==> src/rtl/eq_share_arbiter_if.sv <==
// eq_share_arbiter_if: bundle of the requester, comparator and response
// channels of eq_share_arbiter.
//   slave  : the arbiter side (accepts requests, drives comparator and response)
//   master : the surrounding logic (requesters, comparator, result consumer)
interface eq_share_arbiter_if #(
    parameter int NREQ = 4,
    parameter int W    = 4
);
    logic [NREQ-1:0]   req_valid;
    logic [NREQ-1:0]   req_ready;
    logic [NREQ*W-1:0] req_a;
    logic [NREQ*W-1:0] req_b;

    logic [W-1:0]      cmp_a;
    logic [W-1:0]      cmp_b;
    logic              cmp_equal;

    logic              rsp_valid;
    logic              rsp_ready;
    logic [1:0]        rsp_id;
    logic              rsp_equal;
    logic [W-1:0]      rsp_a;
    logic [W-1:0]      rsp_b;

    modport slave (
        input  req_valid, req_a, req_b,
        output req_ready,
        output cmp_a, cmp_b,
        input  cmp_equal,
        output rsp_valid, rsp_id, rsp_equal, rsp_a, rsp_b,
        input  rsp_ready
    );

    modport master (
        output req_valid, req_a, req_b,
        input  req_ready,
        input  cmp_a, cmp_b,
        output cmp_equal,
        input  rsp_valid, rsp_id, rsp_equal, rsp_a, rsp_b,
        output rsp_ready
    );
endinterface

==> src/rtl/eq_share_arbiter.sv <==
// eq_share_arbiter: round-robin arbiter/sequencer sharing one external
// combinational 4-bit equality comparator among four requesters.
// One compare in flight at a time: IDLE (grant) -> CMP (comparator settles)
// -> RSP (result held until consumed).
// Optional feature macro: EQ_ARB_STATS_EN adds saturating 8-bit counters
// stat_cmps (completed responses) and stat_matches (those with equal = 1).
module eq_share_arbiter #(
    parameter int NREQ = 4,
    parameter int W    = 4
) (
    input  logic                 clk,
    input  logic                 rst_n,
    eq_share_arbiter_if.slave    bus
`ifdef EQ_ARB_STATS_EN
    ,
    output logic [7:0]           stat_cmps,
    output logic [7:0]           stat_matches
`endif
);

    typedef enum logic [1:0] {
        IDLE = 2'd0,
        CMP  = 2'd1,
        RSP  = 2'd2
    } state_t;

    state_t         state_q, state_d;
    logic [1:0]     rr_q, rr_d;
    logic [1:0]     owner_q, owner_d;
    logic [W-1:0]   cmp_a_q, cmp_a_d;
    logic [W-1:0]   cmp_b_q, cmp_b_d;
    logic [1:0]     rsp_id_q, rsp_id_d;
    logic           rsp_equal_q, rsp_equal_d;
    logic [W-1:0]   rsp_a_q, rsp_a_d;
    logic [W-1:0]   rsp_b_q, rsp_b_d;

    logic [NREQ-1:0] grant;
    logic           win_found;
    logic [1:0]     win_idx;
    logic [1:0]     cand;

    // Per-requester operand views of the packed request buses.
    logic [W-1:0]   op_a [NREQ];
    logic [W-1:0]   op_b [NREQ];

    for (genvar gi = 0; gi < NREQ; gi++) begin : g_ops
        assign op_a[gi] = bus.req_a[gi*W +: W];
        assign op_b[gi] = bus.req_b[gi*W +: W];
    end

    // Round-robin search: first valid requester starting at the pointer.
    always_comb begin
        win_found = 1'b0;
        win_idx   = '0;
        cand      = '0;
        for (int k = 0; k < NREQ; k++) begin
            cand = rr_q + 2'(k);
            if (!win_found && bus.req_valid[cand]) begin
                win_found = 1'b1;
                win_idx   = cand;
            end
        end
    end

    // Next-state and grant logic; every register holds unless its phase updates it.
    always_comb begin
        state_d     = state_q;
        rr_d        = rr_q;
        owner_d     = owner_q;
        cmp_a_d     = cmp_a_q;
        cmp_b_d     = cmp_b_q;
        rsp_id_d    = rsp_id_q;
        rsp_equal_d = rsp_equal_q;
        rsp_a_d     = rsp_a_q;
        rsp_b_d     = rsp_b_q;
        grant       = '0;
        case (state_q)
            IDLE: begin
                // The grant only goes to a valid requester, so a grant is
                // always a handshake. Held off while reset is asserted.
                if (win_found && rst_n) begin
                    grant[win_idx] = 1'b1;
                    cmp_a_d        = op_a[win_idx];
                    cmp_b_d        = op_b[win_idx];
                    owner_d        = win_idx;
                    rr_d           = win_idx + 2'd1;
                    state_d        = CMP;
                end
            end
            CMP: begin
                rsp_equal_d = bus.cmp_equal;
                rsp_id_d    = owner_q;
                rsp_a_d     = cmp_a_q;
                rsp_b_d     = cmp_b_q;
                state_d     = RSP;
            end
            RSP: begin
                if (bus.rsp_ready) begin
                    state_d = IDLE;
                end
            end
            default: state_d = IDLE;
        endcase
    end

    // State and datapath registers.
    always_ff @(posedge clk) begin
        if (!rst_n) begin
            state_q     <= IDLE;
            rr_q        <= '0;
            owner_q     <= '0;
            cmp_a_q     <= '0;
            cmp_b_q     <= '0;
            rsp_id_q    <= '0;
            rsp_equal_q <= 1'b0;
            rsp_a_q     <= '0;
            rsp_b_q     <= '0;
        end else begin
            state_q     <= state_d;
            rr_q        <= rr_d;
            owner_q     <= owner_d;
            cmp_a_q     <= cmp_a_d;
            cmp_b_q     <= cmp_b_d;
            rsp_id_q    <= rsp_id_d;
            rsp_equal_q <= rsp_equal_d;
            rsp_a_q     <= rsp_a_d;
            rsp_b_q     <= rsp_b_d;
        end
    end

    assign bus.req_ready = grant;
    assign bus.cmp_a     = cmp_a_q;
    assign bus.cmp_b     = cmp_b_q;
    assign bus.rsp_valid = (state_q == RSP);
    assign bus.rsp_id    = rsp_id_q;
    assign bus.rsp_equal = rsp_equal_q;
    assign bus.rsp_a     = rsp_a_q;
    assign bus.rsp_b     = rsp_b_q;

`ifdef EQ_ARB_STATS_EN
    logic [7:0] stat_cmps_q, stat_cmps_d;
    logic [7:0] stat_matches_q, stat_matches_d;

    // Saturating counters that move only on the response handshake.
    always_comb begin
        stat_cmps_d    = stat_cmps_q;
        stat_matches_d = stat_matches_q;
        if (state_q == RSP && bus.rsp_ready) begin
            if (stat_cmps_q != 8'hFF) begin
                stat_cmps_d = stat_cmps_q + 8'd1;
            end
            if (rsp_equal_q && stat_matches_q != 8'hFF) begin
                stat_matches_d = stat_matches_q + 8'd1;
            end
        end
    end

    // Counter registers.
    always_ff @(posedge clk) begin
        if (!rst_n) begin
            stat_cmps_q    <= '0;
            stat_matches_q <= '0;
        end else begin
            stat_cmps_q    <= stat_cmps_d;
            stat_matches_q <= stat_matches_d;
        end
    end

    assign stat_cmps    = stat_cmps_q;
    assign stat_matches = stat_matches_q;
`endif

endmodule

==> src/flat_wrapper.sv <==
// flat-port wrapper written by rule: the top's interface ports become plain ports
module eq_share_arbiter_flat 
#(
    parameter int NREQ = 4,
    parameter int W    = 4
)
  (clk, rst_n, bus_req_valid, bus_req_a, bus_req_b, bus_req_ready, bus_cmp_a, bus_cmp_b, bus_cmp_equal, bus_rsp_valid, bus_rsp_id, bus_rsp_equal, bus_rsp_a, bus_rsp_b, bus_rsp_ready);
  eq_share_arbiter_if #(.NREQ(NREQ), .W(W)) bus_i ();
  input  logic clk;
  input  logic rst_n;
  input wire logic [$bits(bus_i.req_valid)-1:0] bus_req_valid;
  input wire logic [$bits(bus_i.req_a)-1:0] bus_req_a;
  input wire logic [$bits(bus_i.req_b)-1:0] bus_req_b;
  output wire logic [$bits(bus_i.req_ready)-1:0] bus_req_ready;
  output wire logic [$bits(bus_i.cmp_a)-1:0] bus_cmp_a;
  output wire logic [$bits(bus_i.cmp_b)-1:0] bus_cmp_b;
  input wire logic [$bits(bus_i.cmp_equal)-1:0] bus_cmp_equal;
  output wire logic [$bits(bus_i.rsp_valid)-1:0] bus_rsp_valid;
  output wire logic [$bits(bus_i.rsp_id)-1:0] bus_rsp_id;
  output wire logic [$bits(bus_i.rsp_equal)-1:0] bus_rsp_equal;
  output wire logic [$bits(bus_i.rsp_a)-1:0] bus_rsp_a;
  output wire logic [$bits(bus_i.rsp_b)-1:0] bus_rsp_b;
  input wire logic [$bits(bus_i.rsp_ready)-1:0] bus_rsp_ready;
  assign bus_i.req_valid = bus_req_valid;
  assign bus_i.req_a = bus_req_a;
  assign bus_i.req_b = bus_req_b;
  assign bus_req_ready = bus_i.req_ready;
  assign bus_cmp_a = bus_i.cmp_a;
  assign bus_cmp_b = bus_i.cmp_b;
  assign bus_i.cmp_equal = bus_cmp_equal;
  assign bus_rsp_valid = bus_i.rsp_valid;
  assign bus_rsp_id = bus_i.rsp_id;
  assign bus_rsp_equal = bus_i.rsp_equal;
  assign bus_rsp_a = bus_i.rsp_a;
  assign bus_rsp_b = bus_i.rsp_b;
  assign bus_i.rsp_ready = bus_rsp_ready;
  eq_share_arbiter #(.NREQ(NREQ), .W(W)) u_core (.clk(clk), .rst_n(rst_n), .bus(bus_i));
endmodule
==> config.mk <==
export PLATFORM = sky130hd
export DESIGN_NAME = eq_share_arbiter_flat
export DESIGN_NICKNAME = d
export VERILOG_FILES = /design/src/rtl/eq_share_arbiter_if.sv /design/src/rtl/eq_share_arbiter.sv /design/src/flat_wrapper.sv
export SDC_FILE = /design/constraint.sdc
export NUM_CORES = 1
export LEC_CHECK = 0
export BUFFER_PORTS_ARGS = -buffer_cell sky130_fd_sc_hd__buf_2
export CORE_MARGIN = 5
export CORE_UTILIZATION = 45
export DETAILED_ROUTE_END_ITERATION = 16
export PLACE_DENSITY = 0.79
export SLEW_MARGIN = 20
export SYNTH_ARGS = -nofsm -noshare
export SYNTH_HDL_FRONTEND = slang
export SYNTH_SLANG_ARGS = --single-unit
==> constraint.sdc <==
create_clock -name clk -period 2.9 [get_ports clk]
set_input_delay 0.29 -clock clk [delete_from_list [all_inputs] [get_ports clk]]
set_output_delay 0.29 -clock clk [all_outputs]
set_load 0.05 [all_outputs]
Word level (Yosys, flattened, before mapping)
Cells that the tools add are included.
{ "totals": {"regBits": 25, "inputBits": 40, "output_inout_bits": 24, "wordCells": 65} }
{ "classes": {"n_lt_le_gt_ge": 7, "add_sub_neg": 4, "reduce_logical": 11, "eq_ne": 4, "muxes": 29, "bitwise_logic": 1} }
{ "ops": {"columns": ["cell", "n"], "rows": [
  ["4-bit 2-to-1 mux", 6],
  ["4-bit binary-select mux with 2-bit select", 2],
  ["2-bit by 3-bit less-than comparator with 1-bit output (second input constant)", 5],
  ["2-bit 2-to-1 mux", 6],
  ["1-bit 2-to-1 mux", 9],
  ["1-bit binary-select mux with 2-bit select", 4],
  ["2-bit case mux with 3 select lines", 1],
  ["1-bit logical AND", 5],
  ["2-bit by 1-bit adder with 2-bit output (second input constant)", 2],
  ["2-bit adder (second input constant)", 2],
  ["2-bit by 1-bit inequality test with 1-bit output (second input constant)", 2],
  ["2-bit AND reduction", 2],
  ["3-bit greater-or-equal comparator (second input constant)", 1],
  ["1-bit logical NOT", 3],
  ["2-bit inverter with 3-bit output", 1],
  ["1-bit demux with 2-bit select", 1],
  ["2-bit by 1-bit == test with 1-bit output (second input constant)", 1],
  ["2-bit == test (second input constant)", 1],
  ["2-bit by 1-bit greater-or-equal comparator with 1-bit output (second input constant)", 1],
  ["2-bit logical NOT", 1]
]} }

Depth between registers and ports, before layout
Gate-level depths: netlist of run 1.
{ "depth": {"word_depth": 18, "mapped_depth": 7} }

Worst setup path after synthesis of run 1
No wires, ideal clock.
{ "synth_path": {"path_type": "flip-flop to output port", "from": "register u_core.rr_q[1]", "to": "output port bus_req_ready[0]", "required_ns": 2.610, "path_stages_with_launch": 7, "n_path_buf": 2, "path_slack_ns": 0.458, "arrival_time_ns": 2.152, "cell_sequence": "dfxtp_1 buf_6 mux2i_1 o22ai_2 nor2_2 buf_6 nor3_1"} }
{ "synth_between": {"elab_chain_len": 18} }
{ "synth_rtl": {"columns": ["element", "line", "text"], "rows": [
  ["start: declaration", "eq_share_arbiter.sv:28", "logic [1:0] rr_q, rr_d;"],
  ["start signal: assignment", "eq_share_arbiter.sv:120", "rr_q <= rr_d;"],
  ["parallel branches: the longest is 16 deep, another holds 2-bit by 3-bit less-than comparator with 1-bit output", null, null],
  ["4-bit 2-to-1 mux *", "eq_share_arbiter.sv:81", "if (win_found && rst_n) begin"],
  ["4-bit 2-to-1 mux *", "eq_share_arbiter.sv:77", "case (state_q)"],
  ["end: declaration", "flat_wrapper.sv:14", "output wire logic [$bits(bus_i.req_ready)-1:0] bus_req_ready;"]
]} }
Every way passes the cells marked *. The select of a mux whose other input is x is not followed.

Final worst setup path of run 1
{ "layout_path": {"from": "register u_core.rr_q[1]", "to": "output port bus_req_ready[1]"} }
Same word-level chain as after synthesis.

==> metrics.md, run 1 <==
| Metric | Value |
|---|---|
| Clock Power Share | 16.1% |
| Internal power | 0.558 mW |
| Slew headroom | 51.8% |
| Largest net degree at the start of global routing | 17 |
| Share of layout cells above drive strength 1 | 40.2% |
| Port Buffers | 63 |
| Pre-antenna DRT Iters | 4 |
| Comb pwr share | 39.1% |
| Vias per cell | 5.43 |
| Sink Count | 25 |
| Max Fclk | 0.391 GHz |
| DR WL met2 | 1.62 mm |
| Post-synthesis adder-cell area fraction | 0% |
| Root Driver | clkbuf_4 |
| Syn Nets | 184 |
| Final hold violation count | 0 |
| Main flop type after synthesis | dfxtp_1 |
| Clk_lat worst skew | 310 ps |
| Die area | 0.00398 mm² |
| Slew Viols, Final | 0 |
| Highest routed layer | met4 |
| Fin cells | 235 |
| Worst Path Required | 2610 ps |
| Syn Std Cell Area | 0.00127 mm² |
| CTS max path bufs | 2 |
| Register area share after synthesis | 39.4% |
| P_sw | 0.378 mW |
| EDFF count, synth | 0 |
| Worst-Margin Slew | 722 ps |
| Synth Area in XOR/XNOR | 0.690% |
| Num CTS Buffers | 3 |
| DRC violations left | 0 |
| Status | finished, final reports clean |
| Synth async-reset ratio | 0% |
| RSZ-0062 raised after global routing | no |
| Peak supply drop | 0.313 mV |
| Row cnt | 19 |
| # diodes | 0 |
| Setup TNS | 0 ps |
| I/O pin count | 64 |
| Switch share | 40.4% |
| Mapped Cells | 144 |
| Layout Nets | 245 |
| DPL Wire Length | 2.67 mm |
| Detailed router's first-iteration violation count | 49 |
| Gpl congestion | 0.809 |
| Power share of the sequential group | 44.8% |
| Crit end category | output port |
| Synth area leader | dfxtp_1 |
| Most frequent cells in the layout | buf_2 (63), nand2_1 (27), dfxtp_1 (25) |
| Vias in the first global route | 1301 |
| Netlist cell types | 31 |
| GRT Total Usage | 17.0% |
| Main combinational cell family by area after synthesis | compound AO/OA/AOI/OAI gates |
| Clk slew on worst S/H paths | 130 ps |
| Startpoint types | flip-flop |
| DP Cell Count | 231 |
| Via Count | 1277 |
| ANT nets after route | 0 |
| Die Ht | 63.1 µm |
| Power Density | 579 mW/mm² |
| CP Max Fanout | 13 |
| Total setup buffers inserted after CTS | 0 |
| FF+latch count, synth | 25 |
| Starting Density | 46.5% |
| Wl on met1 | 1.36 mm |
| First-pass GRT wire length | 5.70 mm |
| Arrival time at the worst endpoint | 2270 ps |
| Initial antenna violation count | 0 |
| Die width | 63.1 µm |
| Setup CP Type | reg -> out |
| Layout area overhead | 27.1% |
| Simple-Gate Fraction of Synth Area | 19.1% |
| Max Cap Viol | 0 |
| Clock tree from TritonCTS | yes |
| Most common cell after layout, fill and taps aside | buf_2 |
| Leak | 0.740 nW |
| Synthesized area per cell | 8.82 µm² |
| Metal3 WL | 206 µm |
| Mux cell area share after synthesis | 9.36% |
| Total grt overflow | 0 |
| Top cell type's share of synthesized area | 39.4% |
| H-Tree Depth | 1 |
| Synth area leaders | dfxtp_1 (39%), nand2_1 (8.0%), a21boi_0 (7.7%), a221o_1 (6.3%), mux2_4 (5.9%) |
| Clock skew | 3.29 ps |
| Synth warn | 0 |
| Compound-Gate Fraction of Synth Area | 27.5% |
| Crit share post-route | 88.3% |
| Core Box Area | 0.00273 mm² |
| Final setup violation count | 0 |
| Post-CTS Hold Buffers | 0 |
| Drt wl/cell | 13.8 µm |
| WL final | 3.25 mm |
| Worst hold path type | in -> reg |
| Final critical-path required period | 2560 ps |
==> synthesized netlist by cell type (2+ instances only) <==
| master | n |
|---|---|
| nand2_1 | 27 |
| dfxtp_1 | 25 |
| a21boi_0 | 13 |
| a21oi_1 | 11 |
| o21ai_0 | 10 |
| a221o_1 | 8 |
| nand3_1 | 8 |
| mux2_4 | 5 |
| clkbuf_1 | 4 |
| nor2_1 | 4 |
| mux2_2 | 3 |
| nor2b_1 | 3 |
| buf_6 | 2 |
| nor3_1 | 2 |
| o21a_1 | 2 |
| o22a_1 | 2 |
==> sequential cells by signal, indices dropped and copies added, names as in the netlist <==
| register | flops |
|---|---|
| u_core.bus.rsp_b | 4 |
| u_core.bus.rsp_equal | 1 |
| u_core.bus.rsp_id | 2 |
| u_core.state_q | 2 |
| u_core.rr_q | 2 |
| u_core.bus.cmp_b | 4 |
| u_core.bus.rsp_a | 4 |
| u_core.bus.cmp_a | 4 |
| u_core.owner_q | 2 |
==> cell families (layout without fill, tap and decap cells) <==
logic type / Yosys count / in the layout
simple gates: 51 / 51
compound gates: 49 / 49
flops: 25 / 25
mux: 9 / 9
buf+inv: 9 / 69
xor+xnor: 1 / 1
==> metal layers <==
layer | up-vias | GRT usage, %
li1 | 645 | -
met1 | 567 | 18.7
met2 | 57 | 30.0
met3 | 8 | 3.91
met4 | 0 | 8.75
met5 | - | 0
==> final cells by class <==
type / count / area, µm²
repair buffers: 63 / 315
flip-flops and latches: 25 / 500
fillers: 250 / 1120
inverters: 2 / 7.51
clock buffers: 3 / 22.5
well taps: 31 / 38.8
multi-input cells: 110 / 724
clock inverters: 1 / 5.00
==> critical path: stages (launching register included) <==
cell     delay [ps]
dfxtp_1         550
mux2i_1         310
o22ai_2         190
nor2_4          370
nand2_1         170
nor2_1          110
buf_2           270
==> power groups by stage <==
stage | combinational, mW | sequential [mW] | clock [mW]
2_1_floorplan | 0.179 | 0.524 | 0
4_1_cts | 0.364 | 0.419 | 0.156
5_1_grt | 0.391 | 0.426 | 0.180
3_3_place_gp | 0.356 | 0.425 | 0
3_5_place_dp | 0.362 | 0.427 | 0
6_report | 0.365 | 0.419 | 0.151
==> final timing paths <==
path,start,endpoint,slack (ps),depth (start not counted)
setup / recovery,u_core.rr_q[1],bus_req_ready[1],340,6
hold / removal,bus_cmp_equal,u_core.bus.rsp_equal,210,3
setup reg to reg,u_core.rr_q[1],u_core.bus.cmp_a[3],700,5
hold reg to reg,u_core.bus.rsp_equal,u_core.bus.rsp_equal,470,2
==> repair_timing <==
action                                 in CTS  in global routing
setup endpoints to repair                   0                  2
resized for setup                           0                  1
endpoints found under the hold margin       0                  0
==> through the flow <==
step	utilization [%]	hold slack (ps)	worst slack (ps)	area, µm²	total power, mW
after floorplan	-	423	458	1270	0.703
after global placement	57.8	447	607	1580	0.781
after detailed placement	57.8	455	468	1580	0.789
after CTS	58.9	205	104	1610	0.939
after global routing	59.0	216	115	1610	0.998
final	59.0	208	339	1610	0.935
Power figures use the tool's default switching activity.
==> run 2: changes to the inputs <==
--- a/config.mk
+++ b/config.mk
@@ -6,10 +6,12 @@
 export NUM_CORES = 1
 export LEC_CHECK = 0
 export BUFFER_PORTS_ARGS = -buffer_cell sky130_fd_sc_hd__buf_2
+export CELL_PAD_IN_SITES_DETAIL_PLACEMENT = 1
+export CELL_PAD_IN_SITES_GLOBAL_PLACEMENT = 1
 export CORE_MARGIN = 5
-export CORE_UTILIZATION = 45
+export CORE_UTILIZATION = 34
 export DETAILED_ROUTE_END_ITERATION = 16
-export PLACE_DENSITY = 0.79
+export PLACE_DENSITY_LB_ADDON = 0.1
 export SLEW_MARGIN = 20
 export SYNTH_ARGS = -nofsm -noshare
 export SYNTH_HDL_FRONTEND = slang
==> run 2 against run 1 <==
Via count fell by 0.47%; clock power increased by 32%; design area grew 2.6%; utilization is 13 points lower; setup slack worse by 130 ps; hold slack improved by 71 ps; largest cell class unchanged; wire length increased by 15%; critical endpoint unchanged; sequential cell count did not move; final cell count rose by 7.7%; clock-buffer cell count grew 1.
==> metrics.md, run 2 (synthesis results as in run 1) <==
| Metric | Value |
|---|---|
| Startpoint types | flip-flop |
| Root Driver | clkbuf_8 |
| Detailed router's first-iteration violation count | 36 |
| Worst-Margin Slew | 807 ps |
| Grt met2 use | 24.4% |
| Die width | 71.1 µm |
| Die Ht | 71.1 µm |
| I/O pin count | 64 |
| Vias per cell | 5.02 |
| Final WS setup | 205 ps |
| Final hold violation count | 0 |
| Die area | 0.00506 mm² |
| Vias in the first global route | 1374 |
| Fin util | 45.6% |
| Status | finished, final reports clean |
| Layer with the highest usage | met2 |
| Slew headroom | 46.1% |
| Setup CP Type | reg -> out |
| CTS max path bufs | 2 |
| DRC violations left | 0 |
| Core Box Area | 0.00363 mm² |
| Power Density | 597 mW/mm² |
| Final setup violation count | 0 |
| WL final | 3.73 mm |
| Row cnt | 22 |
| CP endpoint | bus_req_ready[1] |
| Largest net degree at the start of global routing | 17 |
| Drt wl/cell | 14.7 µm |
| Num CTS Buffers | 3 |
| ANT nets after route | 0 |
| Most common cell after layout, fill and taps aside | buf_2 |
| Port Buffers | 63 |
| Max Fclk | 0.371 GHz |
| RSZ-0062 raised after global routing | no |
| Slew Viols, Final | 0 |
| Worst reg-to-reg setup slack | 560 ps |
| CP Max Fanout | 9 |
| GRT Total Usage | 15.1% |
| Pre-antenna DRT Iters | 4 |
| Crit end category | output port |
| Initial antenna violation count | 0 |
| First-pass GRT wire length | 6.29 mm |
| Crit share post-route | 92.9% |
| Hold WS | 279 ps |
| Fillers | 477 |
| Clk slew on worst S/H paths | 80 ps |
| FF-to-FF Start | u_core.rr_q[1] |
| Met1 GRT Util | 19.8% |
| Total grt overflow | 0 |
| Total setup buffers inserted after CTS | 0 |
| Final critical-path required period | 2690 ps |
| Peak supply drop | 0.217 mV |
| Share of layout cells above drive strength 1 | 40.0% |
| Leak | 0.749 nW |
| Sequential Area | 500 µm² |
| Pre-CTS setup slack | 505 ps |
| Gpl congestion | 0.772 |
| Worst hold path type | in -> reg |
| Max Cap Viol | 0 |
| Most frequent cells in the layout | buf_2 (63), nand2_1 (27), dfxtp_1 (25) |
| DPL Wire Length | 3.10 mm |
| H-Tree Depth | 1 |
| Clock skew | 2.00 ps |
| Post-CTS Hold Buffers | 0 |
| Area occupied by multi-input gates | 719 µm² |
| Setup TNS | 0 ps |
| Clock tree from TritonCTS | yes |
| # diodes | 0 |
| Layout Nets | 246 |
| GR Util met3 | 2.98% |
| Arrival time at the worst endpoint | 2400 ps |
| FF-to-FF End | u_core.bus.cmp_b[0] |
| Design Power | 0.989 mW |
| R2R depth | 6 |
| Clk_lat worst skew | 260 ps |
| Via Count | 1271 |
| Layout area overhead | 30.3% |
| Number of gates resized after CTS | 0 |
| Worst setup startpoint | u_core.rr_q[1] |
| Worst Path Required | 2610 ps |
| Sink Count | 25 |
| Starting Density | 35.0% |
[run 2: changes by cell type in the layout (fill, tap and decap cells not counted)]
cell	previous run	this run
clkbuf_8	0	3
buf_4	0	1
nor2_2	0	1
clkinv_2	1	0
clkbuf_1	0	1
clkbuf_4	3	0
nor2_4	1	0
[run 2: how the worst min path moves through the flow]
stage	startpoint	end	slack, ps	cells past startpoint
3_3_place_gp	u_core.bus.rsp_b[3]	u_core.bus.rsp_b[3]	450	2
3_5_place_dp	u_core.owner_q[0]	u_core.owner_q[0]	450	2
2_1_floorplan	u_core.owner_q[0]	u_core.owner_q[0]	420	2
5_1_grt	bus_cmp_equal	u_core.bus.rsp_equal	290	3
4_1_cts	bus_cmp_equal	u_core.bus.rsp_equal	280	3
6_report	bus_cmp_equal	u_core.bus.rsp_equal	280	3
[run 2: critical path: stages (launching register included)]
cell and delay, ps:
dfxtp_1 520, mux2i_1 320, o22ai_2 180, nor2_2 390
buf_4 240, nand2_1 100, nor2_1 110, buf_2 270
[run 2: final cells by class]
class | count | area share (%)
clock buffer | 4 | 2.72
inverter | 2 | 0.454
timing repair buffer | 64 | 19.5
multi-input combinational | 110 | 43.5
tap | 48 | 3.63
sequential | 25 | 30.2
[run 2: per-layer routing]
layer  vias to the layer above  share of wire (%)
met5                         -                  0
met4                         0                1.4
met3                         6                7.3
met2                        46                 46
met1                       573                 46
li1                        646                  -
[run 2: power breakdown]
group	switching [mW]	internal [mW]	total [mW]
sequential	0.0350	0.385	0.420
clock	0.102	0.0979	0.200
combinational	0.246	0.123	0.370
[run 2: per-stage QoR]
step           std cells  cell area, µm²
6_report             253            1660
5_1_grt              253            1660
4_1_cts              253            1660
3_5_place_dp         249            1610
3_3_place_gp         249            1610
2_1_floorplan        144            1270
